==> src/rtl/demuxnx2_pkg.sv <==
// rtl/demuxnx2_pkg.sv - shared lane state encodings and mode constants for demuxnx2_stream
package demuxnx2_pkg;

    typedef enum logic [1:0] {
        EMPTY   = 2'd0,
        ONE     = 2'd1,
        FULL    = 2'd2,
        ILLEGAL = 2'd3
    } lane_state_e;

    localparam logic MODE_SEL = 1'b0;
    localparam logic MODE_ALT = 1'b1;

endpackage

==> src/rtl/demuxnx2_lane.sv <==
// rtl/demuxnx2_lane.sv - 2-entry output lane buffer with a registered head word
module demuxnx2_lane
    import demuxnx2_pkg::*;
#(
    parameter int M = 16
) (
    input  logic         clk,
    input  logic         rst,
    input  logic         push,
    input  logic [M-1:0] push_data,
    input  logic         pop,
    output logic         full,
    output logic         valid,
    output logic [M-1:0] data
);

    lane_state_e  state_q, state_d;
    logic [M-1:0] head_q, head_d;
    logic [M-1:0] tail_q, tail_d;

    always_comb begin
        state_d = state_q;
        head_d  = head_q;
        tail_d  = tail_q;
        case (state_q)
            EMPTY: begin
                if (push) begin
                    state_d = ONE;
                    head_d  = push_data;
                end
            end
            ONE: begin
                // Simultaneous push/pop replaces the head, keeping the lane at one entry.
                if (push && pop) begin
                    head_d = push_data;
                end else if (push) begin
                    state_d = FULL;
                    tail_d  = push_data;
                end else if (pop) begin
                    state_d = EMPTY;
                end
            end
            FULL: begin
                if (pop) begin
                    state_d = ONE;
                    head_d  = tail_q;
                end
            end
            default: state_d = EMPTY;
        endcase
    end

    always_ff @(posedge clk) begin
        if (rst) begin
            state_q <= EMPTY;
            head_q  <= '0;
            tail_q  <= '0;
        end else begin
            state_q <= state_d;
            head_q  <= head_d;
            tail_q  <= tail_d;
        end
    end

    assign full  = (state_q == FULL);
    assign valid = (state_q == ONE) || (state_q == FULL);
    assign data  = head_q;

endmodule

==> src/rtl/demuxnx2_stream.sv <==
// rtl/demuxnx2_stream.sv - registered 1-to-2 stream demultiplexer, select or alternate routing
module demuxnx2_stream
    import demuxnx2_pkg::*;
#(
    parameter int M = 16
) (
    input  logic         demuxnx2_stream_port_clk,
    input  logic         demuxnx2_stream_port_rst,
    input  logic         demuxnx2_stream_port_mode,
    input  logic [M-1:0] demuxnx2_stream_port_in_data,
    input  logic         demuxnx2_stream_port_in_sel,
    input  logic         demuxnx2_stream_port_in_valid,
    output logic         demuxnx2_stream_port_in_ready,
    output logic [M-1:0] demuxnx2_stream_port_out0_data,
    output logic         demuxnx2_stream_port_out0_valid,
    input  logic         demuxnx2_stream_port_out0_ready,
    output logic [M-1:0] demuxnx2_stream_port_out1_data,
    output logic         demuxnx2_stream_port_out1_valid,
    input  logic         demuxnx2_stream_port_out1_ready,
    output logic         demuxnx2_stream_port_ptr
);

    logic ptr_q, ptr_d;
    logic target;
    logic accept;
    logic push0, push1;
    logic pop0, pop1;
    logic full0, full1;

    // in_ready looks only at the target lane's fill level, never at downstream ready.
    always_comb begin
        target = (demuxnx2_stream_port_mode == MODE_ALT) ? ptr_q : demuxnx2_stream_port_in_sel;
        demuxnx2_stream_port_in_ready = !demuxnx2_stream_port_rst && !(target ? full1 : full0);
        accept = demuxnx2_stream_port_in_valid && demuxnx2_stream_port_in_ready;
        push0  = accept && !target;
        push1  = accept && target;
        ptr_d  = ptr_q;
        if (accept && (demuxnx2_stream_port_mode == MODE_ALT)) begin
            ptr_d = ~ptr_q;
        end
    end

    always_ff @(posedge demuxnx2_stream_port_clk) begin
        if (demuxnx2_stream_port_rst) begin
            ptr_q <= 1'b0;
        end else begin
            ptr_q <= ptr_d;
        end
    end

    assign pop0 = demuxnx2_stream_port_out0_valid && demuxnx2_stream_port_out0_ready;
    assign pop1 = demuxnx2_stream_port_out1_valid && demuxnx2_stream_port_out1_ready;
    assign demuxnx2_stream_port_ptr = ptr_q;

    demuxnx2_lane #(.M(M)) u_lane0 (
        .clk       (demuxnx2_stream_port_clk),
        .rst       (demuxnx2_stream_port_rst),
        .push      (push0),
        .push_data (demuxnx2_stream_port_in_data),
        .pop       (pop0),
        .full      (full0),
        .valid     (demuxnx2_stream_port_out0_valid),
        .data      (demuxnx2_stream_port_out0_data)
    );

    demuxnx2_lane #(.M(M)) u_lane1 (
        .clk       (demuxnx2_stream_port_clk),
        .rst       (demuxnx2_stream_port_rst),
        .push      (push1),
        .push_data (demuxnx2_stream_port_in_data),
        .pop       (pop1),
        .full      (full1),
        .valid     (demuxnx2_stream_port_out1_valid),
        .data      (demuxnx2_stream_port_out1_data)
    );

endmodule

==> config.mk <==
export PLATFORM = sky130hd
export DESIGN_NAME = demuxnx2_stream
export DESIGN_NICKNAME = d
export VERILOG_FILES = /design/src/rtl/demuxnx2_pkg.sv /design/src/rtl/demuxnx2_lane.sv /design/src/rtl/demuxnx2_stream.sv
export SDC_FILE = /design/constraint.sdc
export NUM_CORES = 1
export LEC_CHECK = 0
export BUFFER_PORTS_ARGS = -buffer_cell sky130_fd_sc_hd__buf_2
export CORE_ASPECT_RATIO = 0.7
export CORE_MARGIN = 4
export CORE_UTILIZATION = 50
export CTS_CLUSTER_SIZE = 14
export DETAILED_ROUTE_END_ITERATION = 7
export GPL_TIMING_DRIVEN = 1
export PLACE_DENSITY = 0.72
export SYNTH_ARGS = -nofsm -noshare
export SYNTH_HDL_FRONTEND = slang
export SYNTH_SLANG_ARGS = --single-unit
==> constraint.sdc <==
create_clock -name demuxnx2_stream_port_clk -period 2 [get_ports demuxnx2_stream_port_clk]
set_input_delay 0.1 -clock demuxnx2_stream_port_clk [delete_from_list [all_inputs] [get_ports demuxnx2_stream_port_clk]]
set_output_delay 0.1 -clock demuxnx2_stream_port_clk [all_outputs]
set_load 0.1 [all_outputs]
==> flow_summary.yaml <==
critical_path:
  crit_chain: "inv_2 -> ha_2 -> buf_4 -> nor3b_4 -> buf_6 -> nand3_4 -> buf_12 -> a221oi_4 -> a311oi_2"
  max_stage_delay_ns: 0.33
  critPathCaptureType: "flop"
  startpoint: "u_lane0.state_q[0]$_SDFFE_PP0P_"
  crit_end: "u_lane0.data[5]$_SDFFE_PP0P_"
  path_max_fanout: 8
  path_class: "flop to flop"
  r2r_start: "u_lane0.state_q[0]$_SDFFE_PP0P_"
  cpMaxStageDelayCell: "dfxtp_2"
  required_ns: 2.19
  cp-start-kind: "flop"
  r2r_slack_ns: 0.06
  r2r_end: "u_lane0.data[5]$_SDFFE_PP0P_"
  r2r_cells: 9
  cp.arrival_ns: 2.13
drt:
  first_iter_violations: 134
  vias_per_cell: 5.88
  first_pass_iters: 7
  wl_per_cell_um: 17.7
  ant_nets: 0
  routed-via-count: 2860
  drt-total-wl_mm: 8.60
  drc: 0
power:
  power_density_nw_per_um2: 965
  p_leak_nw: 1.90
  ir_worst_vdd_mv: 0.607
  p_total_mw: 4.25
synthesis:
  synth_edf_count: 0
  synth.top_cell.area_share_pct: 42.3
  yosys_warnings: 0
  yosysMostFrequentCell: "dfxtp_1"
  syn_nets: 362
  synthFlopType: "dfxtp_1"
  synthArstFlopShare_pct: 0
  synth_area_um2: 3270
  seq_area_frac_synth_pct: 42.3
  syn_avg_cell_area_um2: 9.88
  synth_area_leaders: "dfxtp_1 42%, mux2i_1 15%, a211oi_1 7.3%"
  ys_ff_latch: 69
  synth_cells: 331
  synthTopCellsByCount: "69 x dfxtp_1, 50 x mux2i_1, 35 x nor2_1, 32 x a211oi_1, 21 x inv_1"
  yosysTopAreaCell: "dfxtp_1"
  synth_cell_type_count: 39
floorplan:
  core_area_um2: 6280
  boundaryPins: 59
  die_x_um: 105
  fp.dieArea_um2: 7920
  die_y_um: 75.7
  start_util_pct: 52.1
  fp-row-count: 24
timing:
  slew_headroom_pct: 53.4
  setup_ws_ns: 0.0607
  period_needed_ns: 1.94
  finalSetupViolations: 0
  max_freq_mhz: 516
  hold_violations: 0
  min_period_over_period_pct: 97.0
  skew_ns: 0.00545
  worst_pin_slew_ns: 0.699
  rsz0062_at_grt: "true"
  finalMaxSlewViolations: 0
cells_and_area:
  fillers: 500
  fin_nets: 434
  finalNonFillerCells: 486
  drive_above_1_share_pct: 37.3
  final_util_pct: 70.2
  syn_to_final_growth_pct: 34.8
  diodes: 0
place:
  pre_cts_slack_ns: -0.351
  place_inst: 459
  io_buffers: 58
  gp_congestion: 0.865
  place_hpwl_mm: 5.25
run_status:
  status: "completed"
cts:
  h-tree-depth: 3
  clkTransAtPathRegs_ns: 0.07
  root_buffer: "clkbuf_8"
  cts_sinks: 69
  cts.path.max_buffers: 2
  clk_latency_ns: 0.34
  cts_made_buffers: 9
  cts_hold_buf: 0
  cts_tree: "yes"
global_routing:
  gr-total-overflow: 0
  antenna_found_initial: 0
  grt_pass1_wl_mm: 13.5
  grt_max_degree: 63
  grt_pass1_vias: 2781
  grtUsageTotal_pct: 21.5
job:
  cap_viol_max_count: 0
worst_hold_path:
  min_path_type: "input port to flop"
## per-layer routing
layer  GRT usage, %  up-vias  wire length (µm)
met3           6.94       11               403
met2           38.8       55              4190
met1           25.3     1413              3900
met5              0        -                 0
li1               -     1381                 -
met4           5.82        0               106
## stage by stage
stage | area, µm² | setup TNS, ns | hold slack (ns)
final | 4410 | 0 | 0.0367
after global routing | 4410 | -0.300 | 0.0440
after CTS | 4090 | 0 | 0.0267
after detailed placement | 3790 | -4.17 | 0.395
after global placement | 3790 | -2.90 | 0.380
after floorplan | 3310 | 0 | 0.244
## flip-flops by register name, summed over array words and instances (netlist names)
name and count:
u_lane0.data 16, demuxnx2_stream_port_ptr 1, u_lane1.tail_q 16, u_lane1.data 16, u_lane0.tail_q 16, u_lane0.state_q 2
u_lane1.state_q 2
## cells by family after synthesis
logic type / synth area share (%)
AO/OA/AOI/OAI: 19.2
adder cells (fa/ha/maj): 3.06
buffers and inverters: 6.89
AND/OR/NAND/NOR: 12.2
flip-flops: 42.3
multiplexers: 16.5
## worst min-delay path by stage
stage / endpoint / depth (start not counted) / start
floorplan: u_lane0.tail_q[0]$_SDFFE_PP0P_ / 2 / demuxnx2_stream_port_in_data[0]
global placement: u_lane0.tail_q[7]$_SDFFE_PP0P_ / 3 / demuxnx2_stream_port_in_data[7]
detailed placement: u_lane1.tail_q[7]$_SDFFE_PP0P_ / 3 / demuxnx2_stream_port_in_data[7]
CTS: u_lane1.tail_q[7]$_SDFFE_PP0P_ / 3 / demuxnx2_stream_port_in_data[7]
global route: u_lane1.tail_q[7]$_SDFFE_PP0P_ / 3 / demuxnx2_stream_port_in_data[7]
finish: u_lane1.tail_q[7]$_SDFFE_PP0P_ / 3 / demuxnx2_stream_port_in_data[7]
## cells in the final DEF (no fill, tap or decap), types with 3 or more instances in the layout
cell type  synthesis  routed
a221oi_4           0       4
nor2b_1           20      18
nand3_1            4       3
dfxtp_1           69      66
a31oi_4            0       3
buf_6              2       3
buf_4              2      20
or4_1              3       3
buf_2              9      57
a211oi_1          32      32
buf_12             0       6
a311oi_1          16       6
a311oi_2           0      10
a221oi_2           0      11
inv_1             21      18
clkbuf_1          15       4
nor2_1            35      35
inv_2              0       3
clkbuf_8           0      11
ha_4               0       4
mux2i_1           50      50
## where the power goes
part | internal, mW | leakage, nW | switching [mW]
clock network | 0.519 | 0.0877 | 0.492
logic | 0.493 | 1.25 | 1.20
registers | 1.48 | 0.561 | 0.0640
total | 2.50 | 1.90 | 1.75
## critical path, delay by kind of cell (launching register included)
kind                     cells  cell delay, ns
buffers and inverters        4            0.55
AND/OR/NAND/NOR              2            0.37
AO/OA/AOI/OAI                2            0.35
adder cells (fa/ha/maj)      1            0.19
flip-flops                   1            0.33
## final cells by class
type                            instances  area [µm²]  share of cell area (%)
Clock inverter                          1        5.00                   0.114
Multi-Input combinational cell        213        2030                    46.0
Sequential cell                        69        1390                    31.5
Tap cell                               78        97.6                    2.21
Clock buffer                           15         166                    3.78
Timing Repair Buffer                   88         642                    14.6
Inverter                               22        82.6                    1.87
## what timing repair did
item / 4_1_cts / 5_1_grt
endpoints found under the hold margin: 0 / 0
resized for setup: 11 / 45
pin swaps: 4 / 6
endpoints found under the setup margin: 22 / 51
gates cloned: 2 / 2
setup buffers: 2 / 6
Power figures use the tool's default switching activity.
